File: config.mk
export PLATFORM = sky130hd
export DESIGN_NAME = sram_ctrl
export DESIGN_NICKNAME = d
export VERILOG_FILES = /design/src/rtl/sram_ctrl_pkg.sv /design/src/rtl/sram_ctrl.sv
export SDC_FILE = /design/constraint.sdc
export NUM_CORES = 1
export LEC_CHECK = 0
export ABC_AREA = 0
export CORE_MARGIN = 3
export CORE_UTILIZATION = 41
export DETAILED_ROUTE_END_ITERATION = 16
export PLACE_DENSITY = 0.82
export RECOVER_POWER = 50
export SLEW_MARGIN = 5
export SYNTH_ARGS = -nofsm -noshare
export SYNTH_HDL_FRONTEND = slang
export SYNTH_SLANG_ARGS = --single-unit
File: constraint.sdc
create_clock -name clk -period 3.5 [get_ports clk]
set_input_delay 0.35 -clock clk [delete_from_list [all_inputs] [get_ports clk]]
set_output_delay 0.35 -clock clk [all_outputs]
set_load 0.01 [all_outputs]
File: src/rtl/sram_ctrl_pkg.sv
// Shared types and default widths for the single-port SRAM initiator controller.
package sram_ctrl_pkg;

   localparam int unsigned SRAM_ADDR_W_DEF = 3;
   localparam int unsigned SRAM_DATA_W_DEF = 8;

   typedef enum logic [2:0] {
      IDLE    = 3'd0,
      RD_ADDR = 3'd1,
      RD_DATA = 3'd2,
      RSP     = 3'd3,
      INIT    = 3'd4
   } state_t;

endpackage

File: src/rtl/sram_ctrl.sv
// Valid/ready request -> single-port synchronous SRAM cycles, read data returned on a response channel.
// Define SRAM_INIT_EN to zero-fill the whole SRAM after every reset (busy high meanwhile).
module sram_ctrl
   import sram_ctrl_pkg::*;
#(
   parameter int unsigned ADDR_W = SRAM_ADDR_W_DEF,
   parameter int unsigned DATA_W = SRAM_DATA_W_DEF
) (
   input  logic              clk,
   input  logic              rst_n,
   input  logic              req_valid,
   output logic              req_ready,
   input  logic              req_write,
   input  logic [ADDR_W-1:0] req_addr,
   input  logic [DATA_W-1:0] req_wdata,
   output logic              rsp_valid,
   input  logic              rsp_ready,
   output logic [DATA_W-1:0] rsp_rdata,
   output logic              busy,
   output logic              mem_we,
   output logic [ADDR_W-1:0] mem_addr,
   output logic [DATA_W-1:0] mem_din,
   input  logic [DATA_W-1:0] mem_dout
);

   state_t            state_q, state_d;
   logic              mem_we_q, mem_we_d;
   logic [ADDR_W-1:0] mem_addr_q, mem_addr_d;
   logic [DATA_W-1:0] mem_din_q, mem_din_d;
   logic              rsp_valid_q, rsp_valid_d;
   logic [DATA_W-1:0] rsp_rdata_q, rsp_rdata_d;
`ifdef SRAM_INIT_EN
   logic              busy_q, busy_d;
   logic [ADDR_W-1:0] init_addr_q, init_addr_d;
`endif

   always_comb begin
      state_d     = state_q;
      mem_we_d    = 1'b0;
      mem_addr_d  = mem_addr_q;
      mem_din_d   = mem_din_q;
      rsp_valid_d = rsp_valid_q;
      rsp_rdata_d = rsp_rdata_q;
`ifdef SRAM_INIT_EN
      busy_d      = 1'b0;
      init_addr_d = init_addr_q;
`endif
      case (state_q)
         IDLE: begin
            // Writes stay in IDLE so a new request can be taken every cycle.
            if (req_valid) begin
               mem_addr_d = req_addr;
               if (req_write) begin
                  mem_we_d  = 1'b1;
                  mem_din_d = req_wdata;
               end else begin
                  state_d = RD_ADDR;
               end
            end
         end
         RD_ADDR: state_d = RD_DATA;
         RD_DATA: begin
            rsp_rdata_d = mem_dout;
            rsp_valid_d = 1'b1;
            state_d     = RSP;
         end
         RSP: begin
            if (rsp_ready) begin
               rsp_valid_d = 1'b0;
               state_d     = IDLE;
            end
         end
         INIT: begin
`ifdef SRAM_INIT_EN
            mem_we_d    = 1'b1;
            mem_addr_d  = init_addr_q;
            mem_din_d   = '0;
            busy_d      = 1'b1;
            init_addr_d = init_addr_q + 1'b1;
            if (init_addr_q == '1) begin
               state_d = IDLE;
            end
`else
            state_d = IDLE;
`endif
         end
         default: state_d = IDLE;
      endcase
   end

   always_ff @(posedge clk or negedge rst_n) begin
      if (!rst_n) begin
`ifdef SRAM_INIT_EN
         state_q     <= INIT;
         busy_q      <= 1'b0;
         init_addr_q <= '0;
`else
         state_q     <= IDLE;
`endif
         mem_we_q    <= 1'b0;
         mem_addr_q  <= '0;
         mem_din_q   <= '0;
         rsp_valid_q <= 1'b0;
         rsp_rdata_q <= '0;
      end else begin
`ifdef SRAM_INIT_EN
         busy_q      <= busy_d;
         init_addr_q <= init_addr_d;
`endif
         state_q     <= state_d;
         mem_we_q    <= mem_we_d;
         mem_addr_q  <= mem_addr_d;
         mem_din_q   <= mem_din_d;
         rsp_valid_q <= rsp_valid_d;
         rsp_rdata_q <= rsp_rdata_d;
      end
   end

   assign req_ready = (state_q == IDLE);
   assign rsp_valid = rsp_valid_q;
   assign rsp_rdata = rsp_rdata_q;
   assign mem_we    = mem_we_q;
   assign mem_addr  = mem_addr_q;
   assign mem_din   = mem_din_q;
`ifdef SRAM_INIT_EN
   assign busy      = busy_q;
`else
   assign busy      = 1'b0;
`endif

endmodule

==> metrics.csv, run 1 <==
stage,metric,value,unit
sta,Max Clock Freq,511,MHz
placed_design,I/O Buffers,45,
placed_design,hpwl dp,1.47,mm
drt,DRT Pass-1 Iters,2,
placed_design,GPL Wtd Cong,0.601,
logic_synthesis,sequential share of the synthesized area,62.4,%
run,Max Cap Viol,0,
critical_path,Crit Path Max Fanout,5,
critical_path,CP arrival,1610,ps
logic_synthesis,post-synth net total,88,
sta,final hold vios,0,
outcome,status,"finished, final reports clean",
sta,clock skew,5.04,ps
sta,slew of the pin with the lowest slew margin,1010,ps
sta,Worst slew margin,32.3,%
power,power density cells,841,mW/mm2
global_route,initial antenna violation count,0,
logic_synthesis,Synth Cell Area,922,um2
clock_tree,post-CTS sizing,0,
logic_synthesis,average cell area after synthesis,15.1,um2
critical_path,worst endpoint required time,3150,ps
sta,final setup fails,0,
clock_tree,root buffer cell,clkbuf_4,
die,core footprint,0.00204,mm2
logic_synthesis,"flops & latches, synth",23,
die,I/O Pins,47,
drt,wire per inst,13.7,um
clock_tree,htree depth,1,
sta,Final Cycle Share,55.9,%
clock_tree,clk slew on worst S/H paths,120,ps
global_route,first-pass GRT wire length,2.92,mm
clock_tree,hold bufs inserted after CTS,0,
drt,via/cell ratio,4.61,
critical_path,critical path endpoint category,output pin,
clock_tree,Clock Sinks,23,
power,LEAKAGE,0.000614,uW
die,Initial Util,45.2,%
drt,DRT antenna net count,0,
global_route,GR Util met3,5.07,%
clock_tree,clk_lat worst skew,300,ps
worst_hold_path,hold crit path type,register to register,
sta,Setup TNS,0,ps
die,FP Rows,16,
critical_path,Reg2Reg Launch Point,state_q[0]$_DFFE_PN0P_,
clock_tree,maximum clock path buffer count,2,
logic_synthesis,Synth warnings,0,
cells_and_area,Antenna Cells,0,
global_route,global route overflow,0,
drt,Vias,623,
critical_path,crit path kind,register to output pin,
cells_and_area,Final nets,136,
clock_tree,post-CTS setup repair buffer count,0,
global_route,Total GRT Usage,14.6,%
die,die height,53.4,um
drt,DRC violations left,0,
global_route,met1 Track Usage GR,16.2,%
logic_synthesis,Synth cell types,15,
die,Die ar.,0.00285,mm2
sta,RSZ-0062 raised after global routing,false,
global_route,met2 usage,24.9,%
cells_and_area,Layout area overhead,53.5,%
logic_synthesis,cell count after synthesis,61,
critical_path,Critical Path Source,state_q[0]$_DFFE_PN0P_,
clock_tree,CTS tree,done,
die,Die W,53.4,um
sta,worst hold slack,518,ps
sta,crit path time final,1960,ps
global_route,number of global-route vias before repair,688,
global_route,pin count of the biggest net entering global routing,24,
sta,Final Max Tran Viols,0,
cells_and_area,layout cells sized above 1,22.2,%
clock_tree,CTS Buf Count,3,
critical_path,Startpoint Class,register,
worst_hold_path,Hold Path Depth,1,
critical_path,r2r worst-path depth,4,
drt,total wire length,1.85,mm
global_route,busiest grt layer,met2,
power,peak supply drop,0.468,mV
drt,drt initial violations,1,
worst_hold_path,Hold Crit Start,mem_addr[1]$_DFFE_PN0P_,
## cells by family (layout without fill, tap and decap cells)
kind of cell               count (synthesis)  in the layout  synth area share [%]
AOI/OAI and AO/OA                          3              3                  2.44
DFF                                       23             23                  62.4
adders and majority gates                  3              3                  4.07
buffers and inverters                      6             53                  2.98
and+or+nand+nor                            5              5                  3.26
other                                      1              1                 0.407
muxes                                     20             20                  24.4
## cell type report
| class | count | area (um2) |
|---|---|---|
| flip-flops and latches | 23 | 576 |
| multi-input cells | 32 | 314 |
| fillers | 162 | 627 |
| inverters | 4 | 15.0 |
| clock buffers | 4 | 26.3 |
| repair buffers | 45 | 450 |
| well taps | 27 | 33.8 |
## metrics by stage
step	utilization (%)	area (um2)	setup WS [ps]	total power, uW	cells
2_1_floorplan	-	922	2160	761	61
3_3_place_gp	68.3	1390	1890	1070	131
3_5_place_dp	68.3	1390	1850	1090	131
4_1_cts	69.5	1420	1510	1210	135
5_1_grt	69.3	1420	1430	1280	135
6_report	69.3	1420	1540	1190	135
## path summary, 6_finish.rpt
check	end	slack, ps
setup / recovery	req_ready	1540
hold / removal	mem_addr[1]$_DFFE_PN0P_	520
setup reg to reg	mem_din[6]$_DFFE_PN0P_	1930
hold reg to reg	mem_addr[1]$_DFFE_PN0P_	520
max in group asynchronous	rsp_rdata[4]$_DFFE_PN0P_	2240
min in group asynchronous	mem_din[2]$_DFFE_PN0P_	650
## where the power goes
part | internal, uW | total, uW | switching, uW | leakage, uW
registers | 398 | 465 | 66.6 | 0.000272
logic | 389 | 607 | 218 | 0.000327
clock network | 44.3 | 119 | 75.1 | 0.0000150
total | 831 | 1190 | 359 | 0.000614
## cells in the final DEF, fill, tap and decap left out
cell type / synthesis / routed
nor2_1: 1 / 1
ha_1: 3 / 3
conb_1: 1 / 1
clkdlybuf4s50_1: 0 / 44
dlygate4sd3_1: 0 / 1
a21oi_1: 1 / 1
o22ai_1: 1 / 1
nand2_1: 1 / 1
nor2b_1: 1 / 1
o32a_2: 1 / 1
dfrtp_1: 23 / 23
clkbuf_1: 0 / 1
clkbuf_4: 0 / 3
mux2_2: 20 / 20
nand3_1: 0 / 1
inv_1: 4 / 4
nand2b_1: 1 / 1
## synth_stat cells
cell | n | share of area, %
o32a_2 | 1 | 1.2
buf_4 | 1 | 0.81
nand2b_1 | 1 | 0.68
ha_1 | 3 | 4.1
nand2_1 | 1 | 0.41
nor2_1 | 1 | 0.41
nand3_2 | 1 | 1.1
mux2_2 | 20 | 24
conb_1 | 1 | 0.41
dfrtp_1 | 23 | 62
inv_1 | 4 | 1.6
a21oi_1 | 1 | 0.54
buf_2 | 1 | 0.54
nor2b_1 | 1 | 0.68
o22ai_1 | 1 | 0.68
## state kept, by name, summed over array words and instances, names as in the netlist
name       cells
mem_we         1
mem_addr       3
rsp_rdata      8
rsp_valid      1
mem_din        8
state_q        2
## layer usage
| metal | vias up | routed length [um] |
|---|---|---|
| li1 | 301 | - |
| met4 | 0 | 12 |
| met1 | 297 | 701 |
| met2 | 23 | 975 |
| met3 | 2 | 160 |
| met5 | - | 0 |
## critical path, cell delays in order (launching register included)
cell	delay (ps)
dfrtp_1	420
inv_1	90
ha_1	240
clkdlybuf4s50_1	560
(Power assumes the default switching activity.)
==> run 2, diff against run 1 <==
--- a/config.mk
+++ b/config.mk
@@ -7,9 +7,9 @@
 export LEC_CHECK = 0
 export ABC_AREA = 0
 export CORE_MARGIN = 3
-export CORE_UTILIZATION = 41
+export CORE_UTILIZATION = 38
 export DETAILED_ROUTE_END_ITERATION = 16
-export PLACE_DENSITY = 0.82
+export PLACE_DENSITY = 0.77
 export RECOVER_POWER = 50
 export SLEW_MARGIN = 5
 export SYNTH_ARGS = -nofsm -noshare
==> constraint.sdc (replaced) <==
create_clock -name clk -period 1.95 [get_ports clk]
set_input_delay 0.195 -clock clk [delete_from_list [all_inputs] [get_ports clk]]
set_output_delay 0.195 -clock clk [all_outputs]
set_load 0.01 [all_outputs]
==> run 2 against run 1 <==
Setup slack got worse by 1400 ps. Critical path depth unchanged. Total power up 78%. Combinational power up 76%. Flip-flop and latch count did not move. Sequential share of layout area decreased by 0.18 points. First-iteration DRC count grew to 4.0 times the previous value. Non-clock buffer count grew 1. Clock skew up 0.60 ps. Critical endpoint unchanged. Largest cell class unchanged.
==> metrics.csv, run 2 (synthesis gave the netlist of run 1 again) <==
stage,metric,value,unit,change
global_route,number of global-route vias before repair,705,,was 688
critical_path,Reg2Reg Launch Point,state_q[0]$_DFFE_PN0P_,,unchanged
drt,via/cell ratio,4.69,,was 4.61
die,Die W,55.3,um,was 53.4 um
die,Initial Util,40.9,%,was 45.2%
die,core footprint,0.00225,mm2,was 0.00204 mm2
clock_tree,CTS tree,done,,unchanged
drt,wire per inst,13.1,um,was 13.7 um
die,Die ar.,0.00305,mm2,was 0.00285 mm2
placed_design,GPL Wtd Cong,0.663,,was 0.601
sta,final setup fails,0,,unchanged
clock_tree,clk slew on worst S/H paths,120,ps,about the same
sta,clock skew,5.63,ps,was 5.04 ps
sta,worst hold slack,491,ps,was 518 ps
clock_tree,htree depth,1,,unchanged
sta,RSZ-0062 raised after global routing,false,,unchanged
die,die height,55.3,um,was 53.4 um
drt,Vias,643,,was 623
sta,Setup TNS,0,ps,unchanged
placed_design,I/O Buffers,45,,unchanged
critical_path,r2r worst-path depth,4,,unchanged
worst_hold_path,Hold Path Depth,2,,was 1
clock_tree,post-CTS setup repair buffer count,0,,unchanged
power,peak supply drop,0.781,mV,was 0.468 mV
sta,slew of the pin with the lowest slew margin,1160,ps,was 1010 ps
cells_and_area,Final nets,137,,was 136
sta,Final Max Tran Viols,0,,unchanged
drt,DRC violations left,0,,unchanged
clock_tree,post-CTS sizing,0,,unchanged
sta,Worst slew margin,22.3,%,was 32.3%
cells_and_area,Antenna Cells,0,,unchanged
sta,final hold vios,0,,unchanged
global_route,Total GRT Usage,12.6,%,was 14.6%
clock_tree,maximum clock path buffer count,2,,unchanged
critical_path,worst endpoint required time,1750,ps,was 3150 ps
critical_path,FF-to-FF setup slack,380,ps,was 1930 ps
power,power density cells,1490,mW/mm2,was 841 mW/mm2
sta,Max Clock Freq,558,MHz,
sta,crit path time final,1790,ps,
global_route,initial antenna violation count,0,,unchanged
run,Max Cap Viol,0,,unchanged
worst_hold_path,hold crit path type,input port to register,,was register to register
critical_path,Critical Path Source,state_q[0]$_DFFE_PN0P_,,unchanged
outcome,status,"finished, final reports clean",,unchanged
drt,total wire length,1.80,mm,was 1.85 mm
critical_path,Crit Path Max Fanout,5,,unchanged
die,I/O Pins,47,,unchanged
clock_tree,hold bufs inserted after CTS,0,,unchanged
critical_path,crit path kind,register to output pin,,unchanged
clock_tree,root buffer cell,clkbuf_4,,unchanged
drt,DRT Pass-1 Iters,2,,unchanged
worst_hold_path,hold-critical path endpoint,rsp_valid$_DFFE_PN0P_,,was mem_addr[1]$_DFFE_PN0P_
cells_and_area,"commonest non-fill, non-tap cell in the layout",clkdlybuf4s50_1,,unchanged
global_route,global route overflow,0,,unchanged
drt,DRT antenna net count,0,,unchanged
critical_path,CP arrival,1600,ps,was 1610 ps
sta,Final Cycle Share,91.9,%,
die,FP Rows,17,,was 16
worst_hold_path,Hold Crit Start,rsp_ready,,was mem_addr[1]$_DFFE_PN0P_
clock_tree,Clock Sinks,23,,unchanged
drt,drt initial violations,4,,was 1
cells_and_area,layout cells sized above 1,22.9,%,was 22.2%
critical_path,worst reg2reg path endpoint,mem_din[7]$_DFFE_PN0P_,,was mem_din[6]$_DFFE_PN0P_
global_route,pin count of the biggest net entering global routing,24,,unchanged
clock_tree,CTS Buf Count,3,,unchanged
cells_and_area,most frequent cells in the layout,"clkdlybuf4s50_1 (39), dfrtp_1 (23), mux2_2 (20)",,"was clkdlybuf4s50_1 (44), dfrtp_1 (23), mux2_2 (20)"
critical_path,Startpoint Class,register,,unchanged
critical_path,critical path endpoint category,output pin,,unchanged
global_route,first-pass GRT wire length,3.08,mm,was 2.92 mm
placed_design,hpwl dp,1.44,mm,was 1.47 mm
power,Pwr Total,2120,uW,was 1190 uW
cells_and_area,Layout area overhead,54.1,%,was 53.5%
power,LEAKAGE,0.000623,uW,was 0.000614 uW
clock_tree,clk_lat worst skew,300,ps,about the same
[run 2: stage by stage]
stage	instances	util [%]	instance area [um2]	setup slack, ps
floorplan	61	-	922	606
CTS	137	63.4	1430	127
detailed placement	133	62.2	1400	471
finish	137	63.0	1420	159
global placement	133	62.2	1400	518
global route	137	63.0	1420	80.8
[run 2: worst max path at each step]
stage / endpoint / slack [ps] / cells past startpoint
6_report: req_ready / 160 / 3
5_1_grt: req_ready / 80 / 3
4_1_cts: req_ready / 130 / 3
3_5_place_dp: state_q[1]$_DFFE_PN0P_ / 470 / 4
3_3_place_gp: req_ready / 520 / 3
2_1_floorplan: mem_din[0]$_DFFE_PN0P_ / 610 / 4
[run 2: layout make-up]
class	count	area, um2
repair buffers	46	454
clock inverters	1	5.00
clock buffers	3	22.5
fillers	202	833
inverters	4	15.0
well taps	28	35.0
flip-flops and latches	23	576
multi-input cells	32	314
[run 2: power breakdown]
part	switching, uW	internal, uW	total, uW
Clock	137	76.4	214
Combinational	386	681	1070
Sequential	123	715	837
[run 2: metal layers]
layer,share of wire (%),vias up,track usage [%]
met5,0,-,0
met4,0,0,2.08
met3,7.3,0,4.67
met2,54,22,23.1
met1,38,318,13.8
li1,-,303,-
[run 2: worst max-delay path, cell delays in order (launching register included)]
cell             delay (ps)
dfrtp_1                 410
inv_1                    90
ha_1                    240
clkdlybuf4s50_1         560
==> run 3, diff against run 2 <==
--- a/config.mk
+++ b/config.mk
@@ -15,3 +15,4 @@
 export SYNTH_ARGS = -nofsm -noshare
 export SYNTH_HDL_FRONTEND = slang
 export SYNTH_SLANG_ARGS = --single-unit
+export TNS_END_PERCENT = 20
==> results of run 3 <==
Same layout as run 2: the final DEF is identical, and so are final timing and power.
